### config.mk
export PLATFORM = sky130hd
export DESIGN_NAME = fdivsqrt_iter_ctrl
export DESIGN_NICKNAME = d
export VERILOG_FILES = /design/src/rtl/fdivsqrt_iter_ctrl.sv
export SDC_FILE = /design/constraint.sdc
export NUM_CORES = 1
export LEC_CHECK = 0
export BUFFER_PORTS_ARGS = -buffer_cell sky130_fd_sc_hd__buf_2
export CAP_MARGIN = 20
export CORE_AREA = 2 2 39 41
export CTS_CLUSTER_SIZE = 25
export DETAILED_ROUTE_END_ITERATION = 12
export DIE_AREA = 0 0 41 43
export HOLD_SLACK_MARGIN = 0.06
export PLACE_DENSITY = 0.83
export SETUP_SLACK_MARGIN = 0.05
export SLEW_MARGIN = 20
export SYNTH_ARGS = -nofsm -noshare
export SYNTH_HDL_FRONTEND = slang
export SYNTH_SLANG_ARGS = --single-unit
### constraint.sdc
create_clock -name clk -period 3.4 [get_ports clk]
set_clock_uncertainty 0.1 [all_clocks]
set_input_delay 0.68 -clock clk [delete_from_list [all_inputs] [get_ports clk]]
set_output_delay 0.68 -clock clk [all_outputs]
set_load 0.1 [all_outputs]
### src/rtl/fdivsqrt_iter_ctrl.sv
// Iteration controller for the divide/square-root unit.
// Accepts a start request in Execute, latches the iteration count and steps
// the digit-recurrence datapath through exactly that many cycles, then holds
// a done indication while Memory is stalled. Flush aborts from any state.
//
// Handshake: FDivStartE acts as "valid" and is held by the requester; the
// controller is "ready" only in IDLE with no flush. IFDivStartE is the
// transfer pulse (valid & ready). CyclesE and SpecialCaseE are sampled only
// in that cycle. FDivDoneE is a one-cycle result-valid, stretched while
// StallM is high.
module fdivsqrt_iter_ctrl #(
    parameter int DURLEN = 6
) (
    input  logic              clk,
    input  logic              reset,
    input  logic              FDivStartE,
    input  logic [DURLEN-1:0] CyclesE,
    input  logic              SpecialCaseE,
    input  logic              StallM,
    input  logic              FlushE,
    output logic              IFDivStartE,
    output logic              IterEn,
    output logic              FDivBusyE,
    output logic              FDivDoneE,
    output logic [DURLEN-1:0] StepCount
);

    typedef enum logic [1:0] {
        IDLE = 2'd0,
        BUSY = 2'd1,
        DONE = 2'd2
    } state_t;

    // Current controller state; kept as a plainly named signal so checkers
    // can bind to it directly.
    state_t            state;
    logic [DURLEN-1:0] step_q;
    logic              iter_q;
    logic              done_q;
    logic              accept;
    logic              zero_iter;

    // Accept gated by reset so the pulse is low while reset is asserted,
    // even though the asynchronously reset state already reads IDLE.
    assign accept    = reset & (state == IDLE) & FDivStartE & ~FlushE;
    assign zero_iter = SpecialCaseE | (CyclesE == '0);

    // Main FSM: flush has priority over accept, iteration and stall. The
    // iter/done flags are registered alongside the state and always equal
    // its BUSY/DONE decode, so they never depend on same-cycle inputs.
    always_ff @(posedge clk or negedge reset) begin
        if (!reset) begin
            state  <= IDLE;
            step_q <= '0;
            iter_q <= 1'b0;
            done_q <= 1'b0;
        end else if (FlushE) begin
            state  <= IDLE;
            step_q <= '0;
            iter_q <= 1'b0;
            done_q <= 1'b0;
        end else begin
            case (state)
                IDLE: begin
                    if (accept) begin
                        if (zero_iter) begin
                            state  <= DONE;
                            step_q <= '0;
                            iter_q <= 1'b0;
                            done_q <= 1'b1;
                        end else begin
                            state  <= BUSY;
                            step_q <= CyclesE;
                            iter_q <= 1'b1;
                            done_q <= 1'b0;
                        end
                    end
                end
                BUSY: begin
                    // A count of 1 is the last step; 0 is never decremented,
                    // so the counter cannot wrap.
                    if (step_q == DURLEN'(1)) begin
                        state  <= DONE;
                        step_q <= '0;
                        iter_q <= 1'b0;
                        done_q <= 1'b1;
                    end else begin
                        step_q <= step_q - DURLEN'(1);
                    end
                end
                DONE: begin
                    // No re-accept from DONE; a held request is taken in
                    // the following IDLE cycle.
                    if (!StallM) begin
                        state  <= IDLE;
                        done_q <= 1'b0;
                    end
                end
                default: begin
                    state  <= IDLE;
                    step_q <= '0;
                    iter_q <= 1'b0;
                    done_q <= 1'b0;
                end
            endcase
        end
    end

    assign IFDivStartE = accept;
    assign IterEn      = iter_q;
    assign FDivDoneE   = done_q;
    assign FDivBusyE   = accept | iter_q;
    assign StepCount   = step_q;

endmodule
==> summary.md, run 1 <==
| Metric | Value |
|---|---|
| Final ANT Viol Nets | 0 |
| Worst R2R Path Depth | 4 |
| Final global-route overflow total | 0 |
| Worst path most repeated cell | buf_2 |
| First-pass detailed-route iteration total | 6 |
| Top cell type's share of synthesized area | 36.4% |
| RR Startpoint | state[0] |
| Slew Viols, Final | 0 |
| Unique masters post-synth | 30 |
| Top post-synthesis cells by area | dfrtp_1 36%, nand2_1 6.7%, nor2_1 4.2%, a21oi_1 4.0%, ha_1 4.0% |
| Largest net degree at the start of global routing | 13 |
| Syn Inst Count | 75 |
| Layout cells sized above 1 | 32.3% |
| Vias/cell | 6.07 |
| Sequential share of the synthesized area | 36.4% |
| WP data required | 2.62 ns |
| Ys Warns | 0 |
| Top Metal Used | met4 |
| Final setup viols | 0 |
| Number of fill cells | 140 |
| Largest vdd supply drop | 0.240 mV |
| Final net count | 114 |
| PD cells | 448 nW/um^2 |
| Post-CTS Hold Buffers | 0 |
| Area grow syn2layout | 25.1% |
| CP Launch Type | input pin |
| Post-CTS Setup Bufs | 0 |
| Root buffer cell | clkbuf_4 |
| Slack of the critical path | 0.841 ns |
| Endpoint class of the critical path | primary output |
| RSZ-0062 raised after global routing | false |
| Status | complete, no violations |
| Top delay family on crit path | buffers and inverters |
| Max clock buf depth | 2 |
| Clock transition at path regs | 0.06 ns |
| Met3 wire len | 145 um |
| Worst Path Buf+Inv | 2 |
| Worst-margin pin slew | 0.667 ns |
| Wirelength, routed | 1610 um |
| Period utilisation layout | 75.3% |
| GRT Total Usage | 22.5% |
| Footprint of the multi-input gates | 383 sq um |
| Initial drt markers | 22 |
| First-pass GRT wire length | 2590 um |
| Max incr delay on CP | 0.41 ns |
| Static leakage | 0.366 nW |
| Row count | 14 |
| Area leader, netlist | dfrtp_1 |
| DRC violations left | 0 |
| Sink Count | 9 |
| Mapped Area | 619 sq um |
| Syn Nets | 89 |
| Io pins | 22 |
| Crit path depth | 5 |
| CP max-delay cell | buf_2 |
| Final Critical Period | 2.56 ns |
| Placed Area | 748 sq um |
| Vias in the first global route | 655 |
| Mean Syn Cell Area | 8.26 sq um |
| Starting Density | 44.8% |
| Slew HR | 55.2% |
| H-tree depth | 1 |
| Worst hold slack | 0.163 ns |
| DP HPWL | 1240 um |
| Met1 WL | 626 um |
| Worst slack, placed | 0.816 ns |
| Max capacitance violation total | 0 |
| Core Region | 1380 sq um |
| Worst-Skew Late Latency | 0.27 ns |
| I/O Buffers | 21 |
| Initial antenna violation count | 0 |
| Worst min path class | in2async |
| Ys async rst share | 100% |
| Post-layout instance area | 774 sq um |
| GP Congestion | 0.870 |
| Synthesized flop and latch total | 9 |
| Overall via count from detail_route | 698 |
| Number of synthesized flops with an enable pin | 0 |
| Die width | 41 um |
| Die area | 1760 sq um |
| Resize count post-CTS | 0 |
| CTS tree | yes |
| Num CTS Buffers | 3 |
| Crit. Startpoint | reset |
| Arrival time worst endpoint | 1.78 ns |
| Sequential cell area | 225 sq um |
| DR WL/cell | 14.0 um |
| Ys flop type | dfrtp_1 |
| CP Class | in2out |
| Vert. Die Dim | 43 um |
| F_max | 0.391 GHz |
| Routed met2 length | 769 um |
| Max Fanout on Critical Path | 12 |
| Worst-path cell chain | buf_2, nand3b_1, nor3_4, or2_2, buf_2 |
| Final hold violation count | 0 |
| # diodes | 0 |
| TNS Setup | 0 ns |
## stage by stage
step                      utilization (%)  std cells  total power, mW
after floorplan                         -         75            0.232
after global placement               54.1        111            0.259
after detailed placement             54.1        111            0.263
after CTS                            56.0        115            0.350
after global routing                 56.0        115            0.366
final                                56.0        115            0.347
## cells by family after synthesis
kind of cell / Yosys count / synth area share, %
simple gates: 42 / 37.6
flops: 9 / 36.4
buf+inv: 5 / 3.64
fa+ha+maj: 2 / 4.04
compound gates: 17 / 18.4
## state kept, by name, summed over array words and instances, names as in the netlist
signal     cells
FDivDoneE      1
StepCount      6
state          1
IterEn         1
## worst paths after layout
path                           endpoint  slack (ns)
hold / removal             StepCount[0]        0.16
setup reg to reg           StepCount[3]        1.69
max in group asynchronous  StepCount[5]        2.83
hold reg to reg                  IterEn        0.46
min in group clk                 IterEn        0.46
setup / recovery              FDivBusyE        0.84
## metal layers
| metal | global-route usage, % | vias to the layer above |
|---|---|---|
| li1 | - | 325 |
| met1 | 25.5 | 316 |
| met2 | 32.5 | 46 |
| met3 | 8.38 | 11 |
| met4 | 16.7 | 0 |
| met5 | 0 | - |
## synth_stat cells, types with 2 or more instances
library cell   n
o21ai_0        2
o21ai_1        2
nand2b_1       3
nand3_1        4
or2_2          2
a21oi_1        5
nor2_1         7
nor3_1         5
nand2_1       11
inv_1          4
o211ai_1       2
dfrtp_1        9
ha_1           2
## cell type report
| class | instances | area share, % |
|---|---|---|
| Sequential cell | 9 | 29.1 |
| Multi-Input combinational cell | 61 | 49.4 |
| Inverter | 4 | 1.94 |
| Clock buffer | 4 | 3.39 |
| Timing Repair Buffer | 21 | 13.6 |
| Tap cell | 16 | 2.58 |
## cell usage in the layout, fill, tap and decap left out, types with 2 or more instances in the layout
cell type	netlist	final
nand2b_1	3	3
inv_1	4	4
a21oi_1	5	5
buf_2	0	21
ha_1	2	2
nand3_1	4	4
nand2_1	11	11
o21ai_0	2	2
clkbuf_4	0	3
o21ai_1	2	2
nor2_1	7	7
nor3_1	5	4
or2_2	2	2
o211ai_1	2	2
dfrtp_1	9	9
## power by group
part | switching (mW) | leakage [nW] | total [mW] | internal [mW]
Sequential | 0.0123 | 0.123 | 0.127 | 0.115
Combinational | 0.101 | 0.228 | 0.134 | 0.0329
Clock | 0.0409 | 0.0150 | 0.0863 | 0.0454
Total | 0.154 | 0.366 | 0.347 | 0.193
No activity file was read; power rests on OpenSTA's default activity.
==> run 2: changes to the inputs <==
- ABC_AREA: not set -> 1
- CORE_AREA: 2 2 39 41 -> not set
- CORE_UTILIZATION: not set -> 48
- DIE_AREA: 0 0 41 43 -> not set
- PLACE_DENSITY: 0.83 -> 0.84
- clock period: 3.4 -> 2.51 ns (I/O delays scaled with it)
==> summary.md, run 2 <==
| Metric | Value |
|---|---|
| Sw Ratio | 60.8% |
| Worst Path Buf+Inv | 1 |
| Arrival time worst endpoint | 1.72 ns |
| RR Startpoint | FDivDoneE |
| Final hold violation count | 0 |
| Worst R2R Path Depth | 8 |
| Vert. Die Dim | 39.5 um |
| Top cell type's share of synthesized area | 33.4% |
| Internal Pwr Total | 0.424 mW |
| Worst-Skew Late Latency | 0.25 ns |
| RSZ-0062 raised after global routing | false |
| # diodes | 0 |
| Clock share of power | 10.0% |
| Worst min path class | in2async |
| Most common cell after layout, fill and taps aside | nand2_1 |
| Wirelength, routed | 1600 um |
| Worst-path cell chain | nor2_4, nand3_2, nor2_4, or2_4, buf_2 |
| Pwr Total | 1.08 mW |
| Number of synthesized flops with an enable pin | 0 |
| Die area | 1560 sq um |
| Reg power frac | 22.4% |
| Clock transition at path regs | 0.06 ns |
| H-tree depth | 1 |
| TNS Setup | 0 ns |
| F_max | 0.432 GHz |
| DR WL/cell | 11.6 um |
| Worst-margin pin slew | 0.486 ns |
| Initial drt markers | 8 |
| CP max-delay cell | dfrtp_4 |
| Slew HR | 67.8% |
| GP Congestion | 0.865 |
| DP HPWL | 1290 um |
| Static leakage | 0.470 nW |
| Slew Viols, Final | 0 |
| Max clock buf depth | 2 |
| Reg2Reg Capture Point | IterEn |
| Most numerous cell in the Yosys netlist | nand2_1 |
| Largest net degree at the start of global routing | 10 |
| Largest register FFs | 6 |
| Final net count | 137 |
| GRT Total Usage | 23.9% |
| Vias/cell | 5.09 |
| I/O Buffers | 21 |
| Starting Density | 51.8% |
| Syn Nets | 110 |
| Endpoint class of the critical path | primary output |
| Initial antenna violation count | 0 |
| WP data required | 1.91 ns |
| Ys async rst share | 100% |
| Layout cells sized above 1 | 32.8% |
| Post-CTS Hold Buffers | 0 |
| Area grow syn2layout | 25.4% |
| Row count | 13 |
| CP Class | reg2out |
| Max incr delay on CP | 0.51 ns |
| Final Critical Period | 2.32 ns |
| Top delay family on crit path | simple AND/OR/NAND/NOR gates |
| Root buffer cell | clkbuf_4 |
| PD cells | 1280 nW/um^2 |
| DRC violations left | 0 |
| Post-synth top cells | 29 x nand2_1, 12 x nor2_1, 9 x dfrtp_1, 9 x nand3_1, 8 x inv_1 |
| Final ANT Viol Nets | 0 |
| Period utilisation layout | 92.3% |
| Area leader, netlist | dfrtp_1 |
| CP Launch Type | register |
| Unique masters post-synth | 18 |
| Syn Inst Count | 96 |
| Num CTS Buffers | 3 |
| Net switching power figure | 0.658 mW |
| Mapped Area | 674 sq um |
| Sequential share of the synthesized area | 33.4% |
| Max capacitance violation total | 0 |
| Largest vdd supply drop | 0.812 mV |
| Status | complete, no violations |
| Worst path most repeated cell | nor2_4 |
| Vias in the first global route | 564 |
| Core Region | 1300 sq um |
| First-pass detailed-route iteration total | 4 |
| Ys flop type | dfrtp_1 |
| CTS tree | yes |
| Die width | 39.5 um |
| Final global-route overflow total | 0 |
| Worst hold slack | 0.0902 ns |
| R2r setup slk | 1.05 ns |
| Final setup viols | 0 |
| Overall via count from detail_route | 698 |
| Resize count post-CTS | 0 |
| Max Fanout on Critical Path | 7 |
| First-pass GRT wire length | 2420 um |
| Sink Count | 9 |
| Comb power frac | 67.6% |
| Io pins | 22 |
| Ys Warns | 0 |
| Post-CTS Setup Bufs | 0 |
| Synthesized flop and latch total | 9 |
| Top post-synthesis cells by area | dfrtp_1 33%, nand2_1 16%, nand3_1 6.7%, nor2_1 6.7%, nand4_1 6.5% |
| Mean Syn Cell Area | 7.02 sq um |
| Most frequent cells in the layout | 29 x nand2_1, 21 x buf_2, 11 x nor2_1 |
[run 2: cell types whose count changed after synthesis, sizes merged, moves of 6 or more]
cell   change
nand3      +6
nor2       +7
nand4      +6
nand2     +21
inv        +6
[run 2: cell type report]
| cell class | instances | area, sq um |
|---|---|---|
| Inverter | 11 | 46.3 |
| Fill cell | 134 | 455 |
| Tap cell | 15 | 18.8 |
| Multi-Input combinational cell | 76 | 413 |
| Sequential cell | 9 | 229 |
| Clock buffer | 4 | 26.3 |
| Timing Repair Buffer | 22 | 113 |
[run 2: per-layer routing]
layer / part of all wire [%] / track usage [%] / up-vias / wire length, um
met1: 47 / 32.5 / 317 / 756
li1: - / - / 362 / -
met4: 0.88 / 12.9 / 0 / 14
met3: 3.7 / 1.70 / 2 / 59
met5: 0 / 0 / - / 0
met2: 48 / 36.9 / 17 / 766
[run 2: worst max-delay path by stage]
stage / startpoint / to / depth (start not counted)
2_1_floorplan: FDivDoneE / FDivBusyE / 4
6_report: FDivDoneE / FDivBusyE / 5
3_3_place_gp: FDivDoneE / FDivBusyE / 5
3_5_place_dp: FDivDoneE / FDivBusyE / 5
4_1_cts: FDivDoneE / FDivBusyE / 5
5_1_grt: FDivDoneE / FDivBusyE / 5
[run 2: stage by stage]
step | instances | cell area, sq um | setup slack, ns | utilization, %
6_report | 137 | 846 | 0.193 | 65.0
3_3_place_gp | 133 | 820 | 0.510 | 63.0
3_5_place_dp | 133 | 820 | 0.476 | 63.0
4_1_cts | 137 | 846 | 0.187 | 65.0
2_1_floorplan | 96 | 688 | 0.0368 | -
5_1_grt | 137 | 846 | 0.136 | 65.0
[run 2: cell families after synthesis]
family	count (synthesis)	synth area share, %
fa+ha+maj	2	3.71
flops	9	33.4
simple gates	64	45.3
xor+xnor	3	3.90
buf+inv	11	6.87
compound gates	7	6.87
[run 2: worst reg2reg max path, cell delays in order, from the launching register on]
cell	delay [ns]
dfrtp_4	0.51
nor2_4	0.16
nand3_2	0.13
nand2_2	0.13
nand2_4	0.09
clkinv_4	0.07
nand2_4	0.04
nand2_1	0.07
o21ai_2	0.05
[run 2: power by group through the flow]
stage	clock (mW)	sequential (mW)	combinational [mW]
after floorplan	0	0.506	0.346
after global placement	0	0.242	0.714
after detailed placement	0	0.244	0.728
after CTS	0.113	0.242	0.731
after global routing	0.117	0.250	0.778
final	0.108	0.243	0.731
==> run 3: changes to the inputs <==
- CORE_MARGIN: not set -> 3
==> summary.md, run 3 (synthesized netlist as in run 2, its figures left out) <==
| Metric | Value |
|---|---|
| Worst Path Buf+Inv | 1 |
| Sink Count | 9 |
| Worst-Skew Late Latency | 0.25 ns |
| CP max-delay cell | dfrtp_4 |
| Area grow syn2layout | 25.6% |
| First-pass GRT wire length | 2660 um |
| Die area | 1890 sq um |
| Num CTS Buffers | 3 |
| Starting Density | 55.5% |
| Clock transition at path regs | 0.06 ns |
| Net switching power figure | 0.654 mW |
| Pwr Total | 1.08 mW |
| Worst min path class | reg2reg |
| Clock share of power | 9.8% |
| DR WL/cell | 11.3 um |
| Max capacitance violation total | 0 |
| Overall via count from detail_route | 693 |
| Final hold violation count | 0 |
| Vias/cell | 5.10 |
| Wirelength, routed | 1540 um |
| Vias in the first global route | 619 |
| Slew Viols, Final | 0 |
| Arrival time worst endpoint | 1.71 ns |
| PD cells | 1270 nW/um^2 |
| Largest register FFs | 6 |
| Final setup viols | 0 |
| GP Congestion | 0.807 |
| CTS tree | yes |
| Layout cells sized above 1 | 32.0% |
| Status | complete, no violations |
| Io pins | 22 |
| WP data required | 1.91 ns |
| DP HPWL | 1330 um |
| Final net count | 137 |
| Largest net degree at the start of global routing | 10 |
| Top delay family on crit path | simple AND/OR/NAND/NOR gates |
| Reg power frac | 22.4% |
| Die width | 43.5 um |
| Initial drt markers | 19 |
| GRT Total Usage | 18.4% |
| RSZ-0062 raised after global routing | false |
| Post-CTS Setup Bufs | 0 |
| Worst-margin pin slew | 0.491 ns |
| Most frequent cells in the layout | 29 x nand2_1, 21 x buf_2, 11 x nor2_1 |
| Worst-path cell chain | nor2_4, nand3_2, nor2_4, or2_4, buf_2 |
| DRC violations left | 0 |
| Final ANT Viol Nets | 0 |
| Max clock buf depth | 2 |
| First-pass detailed-route iteration total | 4 |
| CP Class | reg2out |
| CP Launch Type | register |
| Vert. Die Dim | 43.5 um |
| Initial antenna violation count | 0 |
| Core Region | 1220 sq um |
| Row count | 12 |
| Final Critical Period | 2.31 ns |
| Most common cell after layout, fill and taps aside | nand2_1 |
| Final global-route overflow total | 0 |
| # diodes | 0 |
| Slew HR | 67.5% |
| Root buffer cell | clkbuf_4 |
| Sw Ratio | 60.6% |
| Endpoint class of the critical path | primary output |
| Comb power frac | 67.8% |
| Max incr delay on CP | 0.51 ns |
| Static leakage | 0.469 nW |
| H-tree depth | 1 |
| I/O Buffers | 21 |
| Largest vdd supply drop | 0.779 mV |
| TNS Setup | 0 ns |
| Worst path most repeated cell | nor2_4 |
| Internal Pwr Total | 0.424 mW |
| Max Fanout on Critical Path | 7 |
| F_max | 0.432 GHz |
| Period utilisation layout | 92.2% |
run 3: cell count changes in the layout (fill, tap and decap cells not counted), sizes merged:
cell | previous run | this run
buf | 22 | 21
dlygate4sd3 | 0 | 1
run 3: path summary, 6_finish.rpt:
path / start / endpoint / slack (ns) / cells after the start
worst max-delay path: FDivDoneE / FDivBusyE / 0.20 / 5
worst min-delay path: IterEn / IterEn / 0.42 / 2
worst max register to register: FDivDoneE / IterEn / 1.03 / 8
worst min register to register: IterEn / IterEn / 0.42 / 2
max in group asynchronous: reset / FDivDoneE / 1.38 / 2
min in group asynchronous: reset / FDivDoneE / 0.62 / 2
run 3: repair_timing:
| item | in CTS | in global routing |
|---|---|---|
| endpoints found under the hold margin | 9 | 0 |
| hold buffers | 1 | 0 |
| resized for setup | 0 | 0 |
run 3: per-layer routing:
metal	vias to the layer above	track usage [%]	wire, um
met5	-	0	0
met4	0	5.42	6
met3	2	2.90	93
met2	19	28.3	705
met1	303	26.5	736
li1	369	-	-
run 3: cell type report:
| cell class | instances | area [sq um] |
|---|---|---|
| clock buffers | 4 | 26.3 |
| fillers | 113 | 369 |
| inverters | 11 | 46.3 |
| multi-input cells | 76 | 413 |
| flip-flops and latches | 9 | 229 |
| well taps | 14 | 17.5 |
| repair buffers | 22 | 115 |
run 3: power by group through the flow:
stage | combinational (mW) | clock (mW) | sequential, mW
6_report | 0.731 | 0.105 | 0.242
4_1_cts | 0.734 | 0.108 | 0.241
2_1_floorplan | 0.346 | 0 | 0.506
3_5_place_dp | 0.731 | 0 | 0.244
3_3_place_gp | 0.719 | 0 | 0.242
5_1_grt | 0.787 | 0.120 | 0.251
run 3: worst register-to-register path: stages (launching register included):
cell	delay (ns)
dfrtp_4	0.51
nor2_4	0.16
nand3_2	0.14
nand2_2	0.13
nand2_4	0.09
clkinv_4	0.07
nand2_4	0.04
nand2_1	0.07
o21ai_2	0.05
run 3: metrics by stage:
stage | utilization, % | instance area, sq um | worst slack, ns | hold slack (ns) | cells
2_1_floorplan | - | 688 | 0.0368 | 0.106 | 96
3_3_place_gp | 66.7 | 811 | 0.401 | 0.263 | 131
3_5_place_dp | 66.7 | 811 | 0.365 | 0.268 | 131
4_1_cts | 69.7 | 847 | 0.183 | 0.417 | 136
5_1_grt | 69.7 | 847 | 0.112 | 0.450 | 136
6_report | 69.7 | 847 | 0.197 | 0.416 | 136
